File: src/rtl/jk_bank_driver.sv
// Drives J/K (and optionally preset/clear) of an external JK flip-flop bank until q_fb equals the captured target.
// Latency: done/err in the CHECK cycle, SETTLE+2 cycles after start on first-try success; retries add SETTLE+2 each.
// No backpressure: start is sampled only in IDLE and ignored while busy. Optional fallback macro: JK_FORCE_FALLBACK_EN.
module jk_bank_driver #(
  parameter int WIDTH     = 4,
  parameter int SETTLE    = 2,
  parameter int MAX_RETRY = 3
) (
  input  logic             clk,
  input  logic             reset_n,
  input  logic             start,
  input  logic [WIDTH-1:0] target,
  input  logic [WIDTH-1:0] q_fb,
  output logic [WIDTH-1:0] j,
  output logic [WIDTH-1:0] k,
  output logic [WIDTH-1:0] pr_set,
  output logic [WIDTH-1:0] pr_clr,
  output logic             busy,
  output logic             done,
  output logic             err
);

  localparam int SW = (SETTLE > 1) ? $clog2(SETTLE) : 1;

`ifdef JK_FORCE_FALLBACK_EN
  typedef enum logic [2:0] {S_IDLE, S_DRIVE, S_WAIT, S_CHECK, S_FORCE, S_CHECK2} state_t;
`else
  typedef enum logic [1:0] {S_IDLE, S_DRIVE, S_WAIT, S_CHECK} state_t;
`endif

  state_t           state, state_nx;
  logic [WIDTH-1:0] tgt_q;
  logic [3:0]       retry_cnt;
  logic [SW-1:0]    settle_cnt;
  logic             capture, retry_inc, done_c, err_c, match;
  logic [WIDTH-1:0] drv_tgt;
  logic             forced;

  assign match   = (q_fb == tgt_q);
  // Entering DRIVE straight from IDLE must use the incoming target, not the stale tgt_q.
  assign drv_tgt = capture ? target : tgt_q;

  always_comb begin
    state_nx  = state;
    capture   = 1'b0;
    retry_inc = 1'b0;
    done_c    = 1'b0;
    err_c     = 1'b0;
    case (state)
      S_IDLE: begin
        if (start) begin
          capture  = 1'b1;
          state_nx = S_DRIVE;
        end
      end
      S_DRIVE: state_nx = S_WAIT;
      S_WAIT: begin
        if (settle_cnt == '0) begin
`ifdef JK_FORCE_FALLBACK_EN
          state_nx = forced ? S_CHECK2 : S_CHECK;
`else
          state_nx = S_CHECK;
`endif
        end
      end
      S_CHECK: begin
        if (match) begin
          done_c   = 1'b1;
          state_nx = S_IDLE;
        end else if (retry_cnt < 4'(MAX_RETRY)) begin
          retry_inc = 1'b1;
          state_nx  = S_DRIVE;
        end else begin
`ifdef JK_FORCE_FALLBACK_EN
          state_nx = S_FORCE;
`else
          err_c    = 1'b1;
          state_nx = S_IDLE;
`endif
        end
      end
`ifdef JK_FORCE_FALLBACK_EN
      S_FORCE: state_nx = S_WAIT;
      S_CHECK2: begin
        done_c   = match;
        err_c    = ~match;
        state_nx = S_IDLE;
      end
`endif
      default: state_nx = S_IDLE;
    endcase
  end

  always_ff @(posedge clk or negedge reset_n) begin
    if (!reset_n) begin
      state      <= S_IDLE;
      tgt_q      <= '0;
      retry_cnt  <= '0;
      settle_cnt <= '0;
      j          <= '0;
      k          <= '0;
    end else begin
      state <= state_nx;
      if (capture) begin
        tgt_q     <= target;
        retry_cnt <= '0;
      end else if (retry_inc) begin
        retry_cnt <= retry_cnt + 4'd1;
      end
      if (state_nx == S_WAIT && state != S_WAIT)
        settle_cnt <= SW'(SETTLE - 1);
      else if (state == S_WAIT && settle_cnt != '0)
        settle_cnt <= settle_cnt - SW'(1);
      // Minimal-toggle excitation: only bits that differ get J or K, never both.
      if (state_nx == S_DRIVE) begin
        j <= ~q_fb & drv_tgt;
        k <= q_fb & ~drv_tgt;
      end else begin
        j <= '0;
        k <= '0;
      end
    end
  end

`ifdef JK_FORCE_FALLBACK_EN
  always_ff @(posedge clk or negedge reset_n) begin
    if (!reset_n) begin
      forced <= 1'b0;
      pr_set <= '0;
      pr_clr <= '0;
    end else begin
      if (capture)
        forced <= 1'b0;
      else if (state_nx == S_FORCE)
        forced <= 1'b1;
      if (state_nx == S_FORCE) begin
        pr_set <= tgt_q & ~q_fb;
        pr_clr <= ~tgt_q & q_fb;
      end else begin
        pr_set <= '0;
        pr_clr <= '0;
      end
    end
  end
`else
  assign forced = 1'b0;
  assign pr_set = '0;
  assign pr_clr = '0;
`endif

  assign done = done_c;
  assign err  = err_c;
  assign busy = (state != S_IDLE) & ~done_c & ~err_c;

endmodule

File: config.mk
export PLATFORM = sky130hd
export DESIGN_NAME = jk_bank_driver
export DESIGN_NICKNAME = d
export VERILOG_FILES = /design/src/rtl/jk_bank_driver.sv
export SDC_FILE = /design/constraint.sdc
export NUM_CORES = 1
export LEC_CHECK = 0
export BUFFER_PORTS_ARGS = -buffer_cell sky130_fd_sc_hd__buf_2
export CAP_MARGIN = 10
export CORE_ASPECT_RATIO = 0.8
export CORE_MARGIN = 10
export CORE_UTILIZATION = 43
export DETAILED_ROUTE_END_ITERATION = 10
export PLACE_DENSITY = 0.73
export SETUP_SLACK_MARGIN = 0.15
export SLEW_MARGIN = 30
export SYNTH_ARGS = -nofsm -noshare
export SYNTH_HDL_FRONTEND = slang
export SYNTH_SLANG_ARGS = --single-unit
File: constraint.sdc
create_clock -name clk -period 1.5 [get_ports clk]
set_input_delay 0 -clock clk [delete_from_list [all_inputs] [get_ports clk]]
set_output_delay 0 -clock clk [all_outputs]
set_load 0.01 [all_outputs]
# Yosys cells after proc, flatten, opt, wreduce, memory -nomap -nowiden
# Cells that the tools add are included.
# word_totals
elab_cells	52
register_bits	19
output_inout_bits	19
# op_classes
bitwise_logic	8
reduce_logical	6
magnitude_cmp	1
eq_ne	7
add_sub_neg	2
muxes	22
# op_table
cell	n
$mux W4	5
$mux W1	14
$and A4 B4 Y4	2
$not A4 Y4	2
$pmux W2 S4	1
$eq A2 B2 Y1 const B	3
$reduce_bool A2 Y1	3
$add A4 B1 Y4 const B	1
$eq A2 B1 Y1 const B	2
$eq A4 B4 Y1	1
$lt A4 B2 Y1 const B	1
$mux W2	2
$and A1 B1 Y1	2
$logic_and A1 B1 Y1	2
$logic_not A2 Y1	1
$ne A2 B2 Y1 const B	1
$not A1 Y1	2
$sub A1 B1 Y1 const B	1

# Longest topological paths before layout
# Gate-level depths: netlist (run 1).
# logic_depth
ltp_word	7
ltp_mapped	5

# Worst setup path before layout (run 1)
# No wires, ideal clock.
# synth_path
path_type	reg-to-reg
startpoint	register retry_cnt[0]
endpoint	register j[0]
required_time_ns	1.412
slack_ns	-0.059
period_less_slack_ns	1.559
stages_incl_launch_ff	6
t_arrival_ns	1.471
path_cell_list	dfrtp_1 -> ha_1 -> nor3_1 -> o41ai_4 -> o21ai_4 -> nor3b_1
# synth_between
elab_chain_len	6
# synth_lines
element	line_no	text
from (decl)	33	logic [3:0] retry_cnt;
from (signal assigned)	108	retry_cnt <= retry_cnt + 4'd1;
$lt A4 B2 Y1	70	end else if (retry_cnt < 4'(MAX_RETRY)) begin
$mux W1	70	
$mux W1	67	if (match) begin
$pmux W2 S4	49	case (state)
$eq A2 B1 Y1	115	if (state_nx == S_DRIVE) begin
$mux W4	115	
to (signal assigned)	116	j <= ~q_fb & drv_tgt;
to (decl)	14	output logic [WIDTH-1:0] j,
# No other way between the ends.
# A chain may end at the register's enable or synchronous reset.

# Worst setup path after layout (run 1)
# layout_path
startpoint	register tgt_q[1]
endpoint	output port busy
# layout_between
elab_chain_len	6
elab_cells_between_ends	9
classes_between	eq/ne (1); mux (4); bitwise (4)
# layout_lines
element	line_no	text
from (decl)	32	logic [WIDTH-1:0] tgt_q;
from (signal assigned)	105	tgt_q <= target;
$eq A4 B4 Y1 (*)	39	assign match = (q_fb == tgt_q);
$mux W1	67	
$mux W1	49	
$not A1 Y1	153	assign busy = (state != S_IDLE) & ~done_c & ~err_c;
$and A1 B1 Y1	153	
$and A1 B1 Y1 (*)	153	
to (decl)	18	output logic busy,
# Mark *: on every way between the ends. The rest lies on a longest branch, timed or not.

==> impl_metrics.py, run 1 <==
metrics = {
    "synth": {
        "syn_avg_cell_area_um2": 11.7,
        "synth_seq_area_share_pct": 53.3,
        "mappedNetlistArea_um2": 892,
        "synth_cells": 76,
        "ys_ff_latch": 19,
        "yosys.area.top_type": "dfrtp_1",
        "synthesis.yosys.warnings": 0,
        "yosys.area.top_type_share_pct": 53.3,
        "synth_top_cells_by_area": "dfrtp_1 (53%), buf_4 (6.7%), xor2_1 (4.9%), mux2i_1 (4.5%), o41ai_4 (3.1%)",
        "synth_cell_types": 25,
    },
    "setup_path": {
        "cp_num_buf_inv": 2,
        "crit_chain": "xor2_2 > o41ai_4 > buf_4 > a21oi_2 > buf_2",
        "startpoint_type": "flop",
        "critPathLaunch": "tgt_q[1]",
        "required_ns": 1.50,
        "cp_slowest_stage_delay_ns": 0.42,
        "worstSetupPathType": "reg2out",
        "cp_max_fo": 2,
        "cp_top_family": "compound AO/OA/AOI/OAI gates",
        "worstReg2RegStart": "retry_cnt[1]",
        "crit_path_top_delay_cell": "dfrtp_1",
        "cp.arrival_ns": 1.64,
        "crit_path_end_kind": "output port",
    },
    "cts": {
        "clock_sinks": 19,
        "numCtsBuffers": 3,
        "cts-htree-levels": 1,
        "path_clk_slew_ns": 0.11,
        "clk-insertion-delay-late_ns": 0.31,
        "cts_tree": "built",
        "cts_root_buf": "clkbuf_4",
        "clockBufferDepth": 2,
    },
    "layout": {
        "fillers": 151,
        "regArea_um2": 475,
        "final_cell_mix": "buf_2 (21), dfrtp_1 (19), buf_4 (12)",
        "drive_above_1_share_pct": 46.7,
        "nNetsFinal": 133,
        "area_growth_pct": 48.2,
        "layout.cells.non_filler": 144,
        "final_common_cell": "buf_2",
        "diodes": 0,
        "multiInputGateArea_um2": 485,
    },
    "global_routing": {
        "antenna_found_initial": 0,
        "overflow": 0,
        "grt_pass1_wl_um": 3560,
        "grt_max_degree": 20,
        "globalRouteTotalUtil_pct": 10.8,
        "grt_pass1_vias": 734,
    },
    "sta": {
        "finalHoldViolCount": 0,
        "rsz0062_at_grt": "yes",
        "drv_slew": 0,
        "setup_viol": 12,
        "finalCritPeriodShare_pct": 109,
        "period_needed_ns": 1.64,
        "max_freq_mhz": 611,
        "setup_ws_ns": -0.136,
        "finalClockSkew_ns": 0.00454,
    },
    "route": {
        "drtPass1Iterations": 4,
        "ant_nets": 0,
        "drcViolationCount": 0,
        "vias": 675,
        "post_drt_wl_per_cell_um": 16.0,
        "drt_iter0_drc": 9,
        "wirelength_um": 2310,
        "vias_per_cell": 4.69,
    },
    "power": {
        "p_leak_nw": 0.672,
        "p_per_area_nw_per_um2": 1760,
        "vdd_drop_max_mv": 1.14,
    },
    "place": {
        "dp_hpwl_um": 1450,
        "numPortBuffers": 21,
        "dp_slack_ns": -0.0156,
        "gp_congestion": 0.879,
        "numPlacedInstances": 123,
    },
    "floorplan": {
        "num_rows": 14,
        "start_util_pct": 46.3,
        "coreArea_um2": 1930,
        "io_pins": 30,
        "die_area_um2": 4310,
        "fp.dieW_um": 70.9,
        "die_h_um": 60.7,
    },
    "status": {
        "status": "finished, violations left",
        "violations": "negative setup slack",
    },
    "worst_hold_path": {
        "hold_path.class": "in2async",
    },
    "flow_run": {
        "maxCapViolCount": 0,
    },
}
worst paths after layout:
| path | cells after the start | endpoint | slack [ns] |
|---|---|---|---|
| setup / recovery | 5 | busy | -0.14 |
| hold / removal | 2 | j[0] | 0.14 |
| setup reg to reg | 7 | retry_cnt[0] | -0.09 |
| hold reg to reg | 2 | settle_cnt | 0.55 |
| max in group asynchronous | 2 | settle_cnt | 1.07 |
| min in group clk | 4 | retry_cnt[1] | 0.20 |
cell usage after synthesis:
library cell / instances
nor4_1: 1
ha_1: 1
clkbuf_1: 2
nor3b_1: 3
nor2b_1: 2
inv_1: 5
o21bai_1: 1
o41ai_4: 1
o21ai_4: 1
dfrtp_1: 19
o21ai_0: 1
and3_1: 4
conb_1: 1
o211ai_1: 2
o31ai_1: 2
nor3_1: 2
nor2_1: 1
and2_1: 2
and3b_1: 1
nor3b_4: 1
mux2i_1: 4
buf_4: 8
nand2_1: 5
a21oi_1: 1
xor2_1: 5
registers in the layout, summed over array words and instances (netlist names):
signal / count
j: 4
k: 4
retry_cnt: 4
settle_cnt: 1
state: 2
tgt_q: 4
metal layers:
layer / share of wire, % / vias up / track usage, %
met5: 0 / - / 0
met4: 1.6 / 0 / 4.96
met3: 8.3 / 4 / 5.87
met2: 48 / 21 / 16.6
met1: 42 / 325 / 12.2
li1: - / 325 / -
metrics by stage:
step	power, mW	cell area [um2]	utilization [%]	TNS [ns]	hold WS [ns]
2_1_floorplan	1.40	925	-	0	-0.296
3_3_place_gp	1.65	1030	53.4	0	-0.0446
3_5_place_dp	1.68	1030	53.4	-0.0228	-0.0391
4_1_cts	2.17	1260	65.2	-0.332	0.156
5_1_grt	2.47	1320	68.6	-1.77	0.177
6_report	2.33	1320	68.6	-0.798	0.139
area by class of cell:
type	count	area share, %
inverters	5	1.42
clock inverters	1	0.378
repair buffers	42	21.6
well taps	24	2.27
flip-flops and latches	19	36.0
clock buffers	3	1.70
multi-input cells	50	36.7
what timing repair did:
| action | CTS | global route |
|---|---|---|
| pin swaps | 9 | 4 |
| gates resized for setup | 13 | 6 |
| hold endpoints to repair | 31 | 0 |
| hold buffers | 9 | 0 |
| endpoints found under the setup margin | 16 | 15 |
| setup buffers | 4 | 3 |
| cloned | 1 | 0 |
kinds of logic (layout without fill, tap and decap cells):
group | after synthesis | in the layout | synth area share (%)
xor gates and xnor gates | 5 | 5 | 4.91
and+or+nand+nor | 22 | 22 | 15.6
AOI/OAI and AO/OA | 9 | 10 | 10.2
muxes | 4 | 4 | 4.49
DFF | 19 | 19 | 53.3
buffers and inverters | 15 | 51 | 9.68
other | 1 | 8 | 0.420
adders and majority gates | 1 | 1 | 1.40
power breakdown:
group | switching, mW | internal, mW
Combinational | 0.662 | 0.585
Sequential | 0.128 | 0.688
Clock | 0.167 | 0.0997
Power figures use the tool's default switching activity.
==> inputs of run 2 (changes only) <==
GPL_TIMING_DRIVEN = 1   (was default)
SKIP_LAST_GASP = 1   (was default)
==> impl_metrics.py, run 2 (synthesized netlist as in run 1, its figures left out) <==
metrics = {
    "setup_path": {
        "reg2reg_depth": 8,
        "cp_num_buf_inv": 2,
        "startpoint_type": "flop",
        "path_depth": 5,
        "cp_slowest_stage_delay_ns": 0.42,
        "reg2reg_to": "retry_cnt[0]",
        "regToRegSetupSlack_ns": -0.19,
        "worstSetupPathType": "reg2out",
        "crit_path_end_kind": "output port",
        "crit_chain": "xor2_2 > o41ai_4 > buf_4 > a21oi_1 > buf_2",
        "worstReg2RegStart": "retry_cnt[1]",
        "required_ns": 1.50,
        "cp.arrival_ns": 1.69,
        "crit_path_top_delay_cell": "dfrtp_1",
        "cp_top_family": "compound AO/OA/AOI/OAI gates",
        "cp_max_fo": 2,
    },
    "route": {
        "drt_iter0_drc": 8,
        "vias_per_cell": 4.76,
        "drtPass1Iterations": 4,
        "post_drt_wl_per_cell_um": 16.2,
        "ant_nets": 0,
        "drcViolationCount": 0,
        "vias": 695,
        "wirelength_um": 2360,
    },
    "sta": {
        "fin_tns_setup_ns": -1.86,
        "period_needed_ns": 1.69,
        "rsz0062_at_grt": "yes",
        "drv_slew": 0,
        "max_freq_mhz": 591,
        "finalClockSkew_ns": 0.00854,
        "finalCritPeriodShare_pct": 113,
        "finalHoldViolCount": 0,
        "setup_ws_ns": -0.192,
        "setup_viol": 14,
    },
    "power": {
        "p_leak_nw": 0.680,
        "p_seq_share_pct": 35.0,
        "switchingPower_mw": 0.935,
        "pwr-share-comb_pct": 53.2,
        "vdd_drop_max_mv": 1.20,
        "p_per_area_nw_per_um2": 1750,
        "power.total_mw": 2.31,
        "netSwitchingFraction_pct": 40.4,
        "clkPwrFrac_pct": 11.8,
        "intPower_mw": 1.38,
    },
    "layout": {
        "nNetsFinal": 135,
        "regArea_um2": 475,
        "final_cell_mix": "buf_2 (21), dfrtp_1 (19), buf_4 (11)",
        "final_common_cell": "buf_2",
        "multiInputGateArea_um2": 457,
        "fillers": 153,
        "diodes": 0,
        "stdcell_area_um2": 1320,
        "area_growth_pct": 47.8,
        "utilization_pct": 68.4,
        "drive_above_1_share_pct": 45.1,
    },
    "flow_run": {
        "maxCapViolCount": 0,
    },
    "global_routing": {
        "antenna_found_initial": 0,
        "grt_pass1_vias": 745,
        "globalRouteTotalUtil_pct": 10.6,
        "grt_max_degree": 20,
        "grt_pass1_wl_um": 3520,
        "overflow": 0,
    },
    "cts": {
        "clockBufferDepth": 2,
        "cts-htree-levels": 1,
        "numCtsBuffers": 3,
        "cts_root_buf": "clkbuf_4",
        "path_clk_slew_ns": 0.12,
        "cts_tree": "built",
        "clk-insertion-delay-late_ns": 0.31,
        "clock_sinks": 19,
    },
    "status": {
        "violations": "negative setup slack",
        "status": "finished, violations left",
    },
    "floorplan": {
        "io_pins": 30,
        "die_h_um": 60.7,
        "coreArea_um2": 1930,
        "fp.dieW_um": 70.9,
        "start_util_pct": 46.3,
        "num_rows": 14,
        "die_area_um2": 4310,
    },
    "place": {
        "dp_slack_ns": -0.0156,
        "dp_hpwl_um": 1450,
        "dpl_cell_area_um2": 1030,
        "numPortBuffers": 21,
        "gp_congestion": 0.879,
    },
    "worst_hold_path": {
        "hold_path.class": "in2async",
    },
}
-- run 2: how the worst max path moves through the flow --
stage	startpoint	endpoint	slack, ns
6_report	tgt_q[1]	busy	-0.19
5_1_grt	tgt_q[1]	busy	-0.26
4_1_cts	tgt_q[1]	busy	-0.14
3_5_place_dp	retry_cnt[0]	retry_cnt[1]	-0.02
3_3_place_gp	tgt_q[2]	retry_cnt[0]	0.05
2_1_floorplan	tgt_q[2]	k[0]	0.05
-- run 2: area by class of cell --
| cell class | count | area share (%) |
|---|---|---|
| Clock buffer | 3 | 1.71 |
| Clock inverter | 1 | 0.380 |
| Inverter | 5 | 1.42 |
| Multi-Input combinational cell | 50 | 34.6 |
| Sequential cell | 19 | 36.1 |
| Tap cell | 24 | 2.28 |
| Timing Repair Buffer | 44 | 23.5 |
-- run 2: per-layer routing --
| layer | vias to the layer above | track usage, % | share of wire (%) |
|---|---|---|---|
| li1 | 331 | - | - |
| met1 | 338 | 12.0 | 42 |
| met2 | 21 | 16.2 | 49 |
| met3 | 5 | 5.87 | 7.8 |
| met4 | 0 | 4.96 | 1.1 |
| met5 | - | 0 | 0 |
-- run 2: timing repair --
action	CTS	global route
hold buffers	10	0
pin swaps	9	4
hold endpoints to repair	30	0
setup endpoints to repair	16	15
gates cloned	1	0
setup buffers	4	4
resized for setup	11	6
-- run 2: per-stage QoR --
stage | hold WS, ns | cells
3_3_place_gp | -0.0446 | 123
5_1_grt | 0.176 | 146
3_5_place_dp | -0.0391 | 123
4_1_cts | 0.156 | 142
2_1_floorplan | -0.296 | 83
6_report | 0.131 | 146
-- run 2: power groups by stage --
stage               Clock, mW  Combinational, mW  Sequential (mW)
finish                  0.273               1.23            0.808
global route            0.297               1.33            0.830
CTS                     0.275               1.07            0.803
detailed placement          0              0.887            0.795
global placement            0              0.860            0.785
floorplan                   0              0.602            0.793
